==> src/rtl/rf_write_arbiter.sv <==
// rf_write_arbiter: shares the single register-file write port between the
// in-order pipeline writeback and a buffered long-latency load unit.
// LU results queue in a small FIFO and drain into idle WB slots. An
// aging/occupancy FSM forces bounded drain bursts (stalling the pipeline)
// so queued results cannot starve. A hazard query reports whether any
// queued entry targets one of three decode addresses.
module rf_write_arbiter #(
  parameter int QDEPTH   = 4,
  parameter int MAX_WAIT = 8,
  parameter int DATA_W   = 32
) (
  input  logic              clk_i,
  input  logic              rst_ni,
  input  logic              wb_wr_en_i,
  input  logic [4:0]        wb_rd_addr_i,
  input  logic [DATA_W-1:0] wb_wr_data_i,
  input  logic              lu_valid_i,
  input  logic [4:0]        lu_rd_addr_i,
  input  logic [DATA_W-1:0] lu_data_i,
  output logic              lu_ready_o,
  output logic              rf_wr_en_o,
  output logic [4:0]        rf_wr_addr_o,
  output logic [DATA_W-1:0] rf_wr_data_o,
  output logic              pipe_stall_o,
  input  logic [4:0]        q_rs1_addr_i,
  input  logic [4:0]        q_rs2_addr_i,
  input  logic [4:0]        q_rd_addr_i,
  output logic              hazard_o
);

  localparam int PTR_W = $clog2(QDEPTH);
  localparam int CNT_W = $clog2(QDEPTH + 1);
  localparam int AGE_W = $clog2(MAX_WAIT + 1);

  localparam logic [CNT_W-1:0] QDEPTH_C     = CNT_W'(QDEPTH);
  localparam logic [CNT_W-1:0] DRAIN_LAST_C = CNT_W'(QDEPTH - 1);
  localparam logic [AGE_W-1:0] MAX_WAIT_C   = AGE_W'(MAX_WAIT);

  typedef enum logic [0:0] {
    PIPE_PRI = 1'b0,
    DRAIN    = 1'b1
  } state_e;

  // A queued destination matches a query address; x0 never creates a hazard.
  function automatic logic addr_hit(input logic [4:0] entry_rd, input logic [4:0] q_addr);
    return (q_addr != 5'd0) && (entry_rd == q_addr);
  endfunction

  state_e              state_r, state_next_s;
  logic [CNT_W-1:0]    count_r, count_next_s;
  logic [AGE_W-1:0]    age_r, age_next_s;
  logic [CNT_W-1:0]    drain_cnt_r, drain_cnt_next_s;
  logic [PTR_W-1:0]    rd_ptr_r, wr_ptr_r;
  logic [QDEPTH-1:0]   valid_r;
  logic [4:0]          rd_mem_r   [QDEPTH];
  logic [DATA_W-1:0]   data_mem_r [QDEPTH];

  logic wb_req_s;
  logic lu_ready_s;
  logic push_s;
  logic pop_s;
  logic grant_wb_s;
  logic stall_s;
  logic hazard_s;

  // x0 destinations are meaningless: a WB to x0 is no request, an LU beat to x0 is swallowed.
  assign wb_req_s   = wb_wr_en_i && (wb_rd_addr_i != 5'd0);
  assign lu_ready_s = (count_r < QDEPTH_C);
  assign push_s     = lu_valid_i && lu_ready_s && (lu_rd_addr_i != 5'd0);

  // Write-port arbitration: WB has priority in PIPE_PRI, FIFO head owns the port in DRAIN.
  always_comb begin
    grant_wb_s = 1'b0;
    pop_s      = 1'b0;
    stall_s    = 1'b0;
    case (state_r)
      PIPE_PRI: begin
        if (wb_req_s) begin
          grant_wb_s = 1'b1;
        end else if (count_r != '0) begin
          pop_s = 1'b1;
        end else begin
          pop_s = 1'b0;
        end
      end
      DRAIN: begin
        stall_s = 1'b1;
        if (count_r != '0) begin
          pop_s = 1'b1;
        end else begin
          pop_s = 1'b0;
        end
      end
      default: begin
        grant_wb_s = 1'b0;
        pop_s      = 1'b0;
        stall_s    = 1'b0;
      end
    endcase
  end

  // Next occupancy, head age and FSM/drain-burst bookkeeping.
  always_comb begin
    count_next_s     = count_r + CNT_W'(push_s) - CNT_W'(pop_s);
    age_next_s       = age_r;
    state_next_s     = state_r;
    drain_cnt_next_s = drain_cnt_r;

    if (pop_s || (count_r == '0)) begin
      age_next_s = '0;
    end else if ((state_r == PIPE_PRI) && (age_r < MAX_WAIT_C)) begin
      age_next_s = age_r + AGE_W'(1);
    end else begin
      age_next_s = age_r;
    end

    case (state_r)
      PIPE_PRI: begin
        if ((count_next_s == QDEPTH_C) || (age_next_s >= MAX_WAIT_C)) begin
          state_next_s     = DRAIN;
          drain_cnt_next_s = '0;
        end else begin
          state_next_s     = PIPE_PRI;
          drain_cnt_next_s = drain_cnt_r;
        end
      end
      DRAIN: begin
        // Leaving after QDEPTH grants bounds the stall even under continuous LU pushes.
        if ((count_next_s == '0) || (drain_cnt_r == DRAIN_LAST_C)) begin
          state_next_s     = PIPE_PRI;
          drain_cnt_next_s = '0;
        end else begin
          state_next_s     = DRAIN;
          drain_cnt_next_s = drain_cnt_r + CNT_W'(1);
        end
      end
      default: begin
        state_next_s     = PIPE_PRI;
        drain_cnt_next_s = '0;
      end
    endcase
  end

  // Hazard: OR of address matches over entries currently held in the FIFO.
  always_comb begin
    hazard_s = 1'b0;
    for (int i = 0; i < QDEPTH; i++) begin
      hazard_s = hazard_s | (valid_r[i] & (addr_hit(rd_mem_r[i], q_rs1_addr_i) |
                                           addr_hit(rd_mem_r[i], q_rs2_addr_i) |
                                           addr_hit(rd_mem_r[i], q_rd_addr_i)));
    end
  end

  // Control state: FSM, occupancy, age, drain burst length and FIFO pointers.
  always_ff @(posedge clk_i or negedge rst_ni) begin
    if (!rst_ni) begin
      state_r     <= PIPE_PRI;
      count_r     <= '0;
      age_r       <= '0;
      drain_cnt_r <= '0;
      rd_ptr_r    <= '0;
      wr_ptr_r    <= '0;
    end else begin
      state_r     <= state_next_s;
      count_r     <= count_next_s;
      age_r       <= age_next_s;
      drain_cnt_r <= drain_cnt_next_s;
      if (pop_s) begin
        rd_ptr_r <= rd_ptr_r + PTR_W'(1);
      end
      if (push_s) begin
        wr_ptr_r <= wr_ptr_r + PTR_W'(1);
      end
    end
  end

  // FIFO storage; per-entry valid bits drive the hazard query.
  always_ff @(posedge clk_i or negedge rst_ni) begin
    if (!rst_ni) begin
      valid_r <= '0;
      for (int i = 0; i < QDEPTH; i++) begin
        rd_mem_r[i]   <= 5'd0;
        data_mem_r[i] <= '0;
      end
    end else begin
      // Push and pop never share a slot: that needs empty (no pop) or full (no push).
      if (pop_s) begin
        valid_r[rd_ptr_r] <= 1'b0;
      end
      if (push_s) begin
        valid_r[wr_ptr_r]    <= 1'b1;
        rd_mem_r[wr_ptr_r]   <= lu_rd_addr_i;
        data_mem_r[wr_ptr_r] <= lu_data_i;
      end
    end
  end

  // Write-port mux; address and data forced to zero when nothing is written or in reset.
  always_comb begin
    rf_wr_addr_o = 5'd0;
    rf_wr_data_o = '0;
    if (!rst_ni) begin
      rf_wr_addr_o = 5'd0;
      rf_wr_data_o = '0;
    end else if (grant_wb_s) begin
      rf_wr_addr_o = wb_rd_addr_i;
      rf_wr_data_o = wb_wr_data_i;
    end else if (pop_s) begin
      rf_wr_addr_o = rd_mem_r[rd_ptr_r];
      rf_wr_data_o = data_mem_r[rd_ptr_r];
    end else begin
      rf_wr_addr_o = 5'd0;
      rf_wr_data_o = '0;
    end
  end

  assign rf_wr_en_o   = rst_ni & (grant_wb_s | pop_s);
  assign pipe_stall_o = rst_ni & stall_s;
  assign lu_ready_o   = rst_ni & lu_ready_s;
  assign hazard_o     = rst_ni & hazard_s;

endmodule

==> config.mk <==
export PLATFORM = sky130hd
export DESIGN_NAME = rf_write_arbiter
export DESIGN_NICKNAME = d
export VERILOG_FILES = /design/src/rtl/rf_write_arbiter.sv
export SDC_FILE = /design/constraint.sdc
export NUM_CORES = 1
export LEC_CHECK = 0
export CAP_MARGIN = 20
export CORE_UTILIZATION = 55
export DETAILED_ROUTE_END_ITERATION = 8
export PLACE_DENSITY = 0.83
export SLEW_MARGIN = 20
export SYNTH_ARGS = -nofsm -noshare
export SYNTH_HDL_FRONTEND = slang
export SYNTH_SLANG_ARGS = --single-unit
==> constraint.sdc <==
create_clock -name clk_i -period 3.7 [get_ports clk_i]
set_input_delay 0.555 -clock clk_i [delete_from_list [all_inputs] [get_ports clk_i]]
set_output_delay 0.555 -clock clk_i [all_outputs]
set_load 0.02 [all_outputs]
==> results of run 1 <==
power groups by stage:
stage	clock network, W	registers, W	logic (W)
floorplan	0	0.00319	0.00359
global placement	0	0.00343	0.00454
detailed placement	0	0.00353	0.00468
CTS	0.00176	0.00351	0.00472
global route	0.00184	0.00362	0.00504
finish	0.00175	0.00353	0.00469
logic make-up (layout without fill, tap and decap cells):
family / count (synthesis) / in the layout / share of synthesized area, %
and+or+nand+nor: 141 / 141 / 7.42
buffers and inverters: 68 / 214 / 4.80
muxes: 186 / 186 / 30.5
adders and majority gates: 14 / 14 / 1.99
DFF: 167 / 167 / 45.5
AOI/OAI and AO/OA: 54 / 54 / 3.49
xor gates and xnor gates: 66 / 66 / 6.30
cells in the final DEF (no fill, tap or decap), types with 35 or more instances in the layout:
cell	n
clkdlybuf4s50_1	132
a21oi_1	36
xnor2_1	41
mux2_4	76
dfrtp_1	165
nand3_1	50
mux4_2	37
nand2_1	49
mux2_2	73
buf_4	35
routing by layer:
metal,vias up,global-route usage [%]
met5,-,0
met4,0,7.91
met3,29,4.32
met2,217,46.0
met1,3191,36.5
li1,2749,-
stage by stage:
| step | hold slack [ps] | util [%] |
|---|---|---|
| after floorplan | 259 | - |
| after global placement | 481 | 66.8 |
| after detailed placement | 488 | 66.8 |
| after CTS | 345 | 70.3 |
| after global routing | 378 | 70.3 |
| final | 157 | 70.3 |
layout make-up:
type | instances | area (um2) | share of cell area [%]
sequential | 167 | 4180 | 37.0
timing repair buffer | 171 | 1660 | 14.7
inverter | 13 | 48.8 | 0.432
multi-input combinational | 461 | 4570 | 40.4
clock buffer | 17 | 425 | 3.77
tap | 216 | 270 | 2.39
clock inverter | 13 | 149 | 1.32
critical path, delay by kind of cell:
kind / cells / cell delay [ps]
and+or+nand+nor: 2 / 670
buffers and inverters: 4 / 1440
AOI/OAI and AO/OA: 2 / 410
registers in the layout, summed over array words and instances, names as in the netlist:
name / cells
count_r: 3
age_r: 4
data_mem_r: 128
rd_ptr_r: 2
valid_r: 4
rd_mem_r: 20
drain_cnt_r: 3
wr_ptr_r: 2
state_r: 1
worst max path at each step:
stage                         start                          to  slack, ps
global placement    lu_rd_addr_i[2]  drain_cnt_r[0]$_DFFE_PN0P_        -40
finish              wb_rd_addr_i[1]            rf_wr_data_o[24]         60
floorplan           wb_rd_addr_i[1]  drain_cnt_r[0]$_DFFE_PN0P_        290
global route        wb_rd_addr_i[1]            rf_wr_data_o[24]         20
detailed placement  lu_rd_addr_i[3]  drain_cnt_r[0]$_DFFE_PN0P_       -100
CTS                 wb_rd_addr_i[1]            rf_wr_data_o[24]         90
==> qor.csv, run 1 <==
metric,value,unit
switching_share,35.0,%
cts_tree,yes,
slew_headroom,31.2,%
m1WireLength,9570,um
stdcell_area,11300,um2
synth_cell_types,38,
yosys_warnings,0,
grt_pass1_vias,6667,
power_switching,0.00349,W
ioPinCount,134,
yosys_register_bits,167,
p_leak,4.97,nW
drcViolationCount,0,
cp.arrival,3080,ps
dpl_cell_area,10700,um2
rows,46,
antenna_left,0,
synth_fp_nets,803,
synthTopCellsByArea,"dfrtp_1 46%, mux2_4 12%, mux4_2 9.1%",
clk_latency,420,ps
grt_pass1_wl,36500,um
crit_type,primary input to output port,
synth_common_cells,"167 x dfrtp_1, 76 x mux2_4, 73 x mux2_2",
fin_crit_sh,98.3,%
intPower,0.00648,W
setup_tns,0,ps
hold_viol_final,0,
status,"complete, no violations",
clock_sinks,167,
fmax,0.275,GHz
vias_per_cell,5.85,
dp_hpwl,15400,um
layout_setup_ws,63.7,ps
start_util,57.2,%
clkPwrFrac,17.5,%
fin_nets,938,
synth.most_common_cell,dfrtp_1,
gp_routability_congestion,0.882,
timing.rr.start,count_r[2]$_DFF_PN0_,
slew_viol_final,0,
min_period,3640,ps
power.density,882,nW/um2
layoutNonFillerInstCount,1058,
worst_setup_path_end_kind,output port,
synth-edff-count,0,
cp-start-kind,primary input,
routed.top_layer,met4,
power,0.00996,W
combinationalPowerShare,47.1,%
drv_cap,0,
worst_path_max_delay_cell,clkdlybuf4s50_1,
num_vias,6186,
pre_cts_ws,-104,ps
numCtsBuffers,17,
overflow,0,
ys_seq_area_share,45.5,%
crit_top_cell,clkdlybuf4s50_1,
path_cells,clkdlybuf4s50_1 > or4_1 > buf_4 > o21ai_4 > buf_12 > nand3_1 > a21oi_1 > clkdlybuf4s50_1,
post_cts_buffers,0,
yosysTopAreaCellShare,45.5,%
dr.pass1.iters,5,
fin_skew,8.89,ps
grt_setup_unrepaired,false,
drive_gt1_share,31.6,%
hp-class,primary input to async pin,
setup_viol,0,
r2r_slack,750,ps
clk_pin_slew_worst_paths,70,ps
cts.htree.levels,4,
synth-async-reset-ratio,100,%
cts_hold_buf,0,
reg2reg_depth,11,
peakVddDrop,0.529,mV
grt_max_degree,168,
synth-main-ff-cell,dfrtp_1,
wl_per_cell,21.1,um
drt-initial-drc-count,415,
antenna_found_initial,0,
r2r-end,drain_cnt_r[0]$_DFFE_PN0P_,
cts_root_buf,clkbuf_16,
die_w,131,um
clock_path_buffers,2,
synth_cells,696,
dp_cells,1028,
die_h,131,um
seqPwrFrac,35.4,%
synth_area_per_cell,13.2,um2
antennaDiodeCount,0,
numPortBuffers,133,
netlist_area,9180,um2
coreArea,16100,um2
fillers,1018,
slowest_delay,670,ps
yosys.area.top_type,dfrtp_1,
grtUsageTotal,27.3,%
die-area,17200,um2
wl_met2,11200,um
synthToLayoutAreaGrowth,23.1,%
dr_wl_met3,1230,um
crit_required,3140,ps
tightest_slew,1030,ps
cts-resized-gates,0,
path_max_fanout,19,
wl,22300,um
(Power assumes the default switching activity.)
==> run 2, diff against run 1 <==
--- a/config.mk
+++ b/config.mk
@@ -6,10 +6,11 @@
 export NUM_CORES = 1
 export LEC_CHECK = 0
 export CAP_MARGIN = 20
-export CORE_UTILIZATION = 55
+export CORE_UTILIZATION = 56
 export DETAILED_ROUTE_END_ITERATION = 8
-export PLACE_DENSITY = 0.83
-export SLEW_MARGIN = 20
+export DONT_BUFFER_PORTS = 1
+export PLACE_DENSITY = 0.73
+export SLEW_MARGIN = 40
 export SYNTH_ARGS = -nofsm -noshare
 export SYNTH_HDL_FRONTEND = slang
 export SYNTH_SLANG_ARGS = --single-unit
==> run 2 against run 1 <==
  * Critical path depth is 1 lower
  * Clock-buffer cell count rose by 1
  * Combinational power fell by 12%
  * Flip-flop and latch count stayed put
  * Cell count is 14% lower
  * Design area is 13% lower
  * Clock power shrank 4%
  * The flow now finishes with violations (hold timing)
  * Total power down 6.9%
  * Sequential share of layout area grew 5.6 points
  * Non-clock buffer count fell by 154
  * Clock skew barely moved
  * Worst hold slack got worse by 330 ps
  * Critical endpoint is now rf_wr_addr_o[4]
==> qor.csv, run 2 (synthesized netlist as in run 1, its figures left out) <==
metric,value,unit
combinationalPowerShare,44.4,%
antenna_found_initial,0,
wl_per_cell,22.4,um
cts_root_buf,clkbuf_16,
power.density,946,nW/um2
ioPinCount,134,
clock_path_buffers,2,
fmax,0.325,GHz
violations,hold timing,
worst_setup_path_end_kind,output port,
regMostFlops,data_mem_r,
die-area,16900,um2
slew_viol_final,0,
num_vias,5575,
grtUsageTotal,25.5,%
holdWs,-171,ps
peakVddDrop,0.466,mV
clkPwrFrac,18.1,%
dp_hpwl,13700,um
intPower,0.00602,W
cts-resized-gates,0,
seqPwrFrac,37.5,%
path_max_fanout,41,
cts_tree,yes,
drcViolationCount,0,
switching_share,35.1,%
crit_type,flip-flop to output port,
hp-class,primary input to async pin,
layout_common_cells,"165 x dfrtp_1, 76 x mux2_4, 73 x mux2_2, 50 x nand3_1, 49 x nand2_1",
cp.arrival,2520,ps
overflow,0,
largest_reg_flops,128,
grt_setup_unrepaired,false,
clk_latency,430,ps
clock_sinks,167,
drive_gt1_share,35.7,%
die_w,130,um
tightest_slew,654,ps
fin_nets,784,
setup_tns,0,ps
wl,20300,um
slew_headroom,56.2,%
p_leak,4.38,nW
drv_cap,0,
cts.htree.levels,4,
grt_pass1_vias,5839,
fin_crit_sh,83.2,%
synthToLayoutAreaGrowth,6.88,%
numPortBuffers,0,
final_common_cell,dfrtp_1,
start_util,57.6,%
cp-start-kind,flip-flop,
status,finished with violations,
hold_viol_final,167,
dr.pass1.iters,5,
die_h,130,um
grt_max_degree,169,
setup_viol,0,
crit_required,3140,ps
fin_skew,9.38,ps
gp_routability_congestion,0.866,
top_regs,"data_mem_r x128, rd_mem_r x20",
power_switching,0.00325,W
rows,46,
vias_per_cell,6.15,
grt_pass1_wl,31700,um
min_period,3080,ps
numCtsBuffers,17,
post_cts_buffers,0,
drt-initial-drc-count,271,
clk_pin_slew_worst_paths,60,ps
coreArea,15900,um2
antenna_left,0,
antennaDiodeCount,0,
==> run 2: path summary, 6_finish.rpt <==
check | startpoint | end | slack [ps] | cells past startpoint
setup / recovery | state_r$_DFF_PN0_ | rf_wr_addr_o[4] | 620 | 7
hold / removal | rst_ni | drain_cnt_r[2]$_DFFE_PN0P_ | -170 | 0
setup reg to reg | count_r[2]$_DFF_PN0_ | drain_cnt_r[0]$_DFFE_PN0P_ | 640 | 11
hold reg to reg | valid_r[2]$_DFF_PN0_ | valid_r[2]$_DFF_PN0_ | 500 | 2
max in group asynchronous | rst_ni | data_mem_r[93]$_DFFE_PN0P_ | 3580 | 0
min in group clk_i | lu_data_i[16] | data_mem_r[112]$_DFFE_PN0P_ | 270 | 1
==> run 2: worst max-delay path, stage by stage (launching register included) <==
cell	delay (ps)
dfrtp_1	460
nor2b_1	180
buf_4	180
o21ai_4	60
buf_4	270
a21oi_1	510
a21boi_0	270
buf_4	180
==> run 2: area by class of cell <==
cell class,count,area (um2)
Sequential cell,167,4180
Tap cell,216,270
Clock buffer,18,439
Fill cell,1218,6130
Multi-Input combinational cell,461,4570
Timing Repair Buffer,17,178
Inverter,13,48.8
Clock inverter,14,126
==> run 2: through the flow <==
| stage | total power [W] | area [um2] | utilization (%) | cells | setup WS [ps] |
|---|---|---|---|---|---|
| after floorplan | 0.00679 | 9180 | - | 696 | 286 |
| after global placement | 0.00742 | 9240 | 58.0 | 874 | 373 |
| after detailed placement | 0.00762 | 9240 | 58.0 | 874 | 297 |
| after CTS | 0.00934 | 9810 | 61.5 | 906 | 607 |
| after global routing | 0.00984 | 9810 | 61.5 | 906 | 447 |
| final | 0.00928 | 9810 | 61.5 | 906 | 621 |
==> run 2: layer usage <==
layer	track usage, %	part of all wire [%]
met5	0	0
met4	7.80	1.3
met3	5.74	5.5
met2	42.7	50
met1	33.2	43
==> run 2: power by group through the flow <==
| stage | combinational, W | sequential, W | clock (W) |
|---|---|---|---|
| 2_1_floorplan | 0.00359 | 0.00319 | 0 |
| 3_3_place_gp | 0.00402 | 0.00340 | 0 |
| 3_5_place_dp | 0.00414 | 0.00349 | 0 |
| 4_1_cts | 0.00416 | 0.00347 | 0.00172 |
| 5_1_grt | 0.00446 | 0.00359 | 0.00179 |
| 6_report | 0.00412 | 0.00348 | 0.00168 |
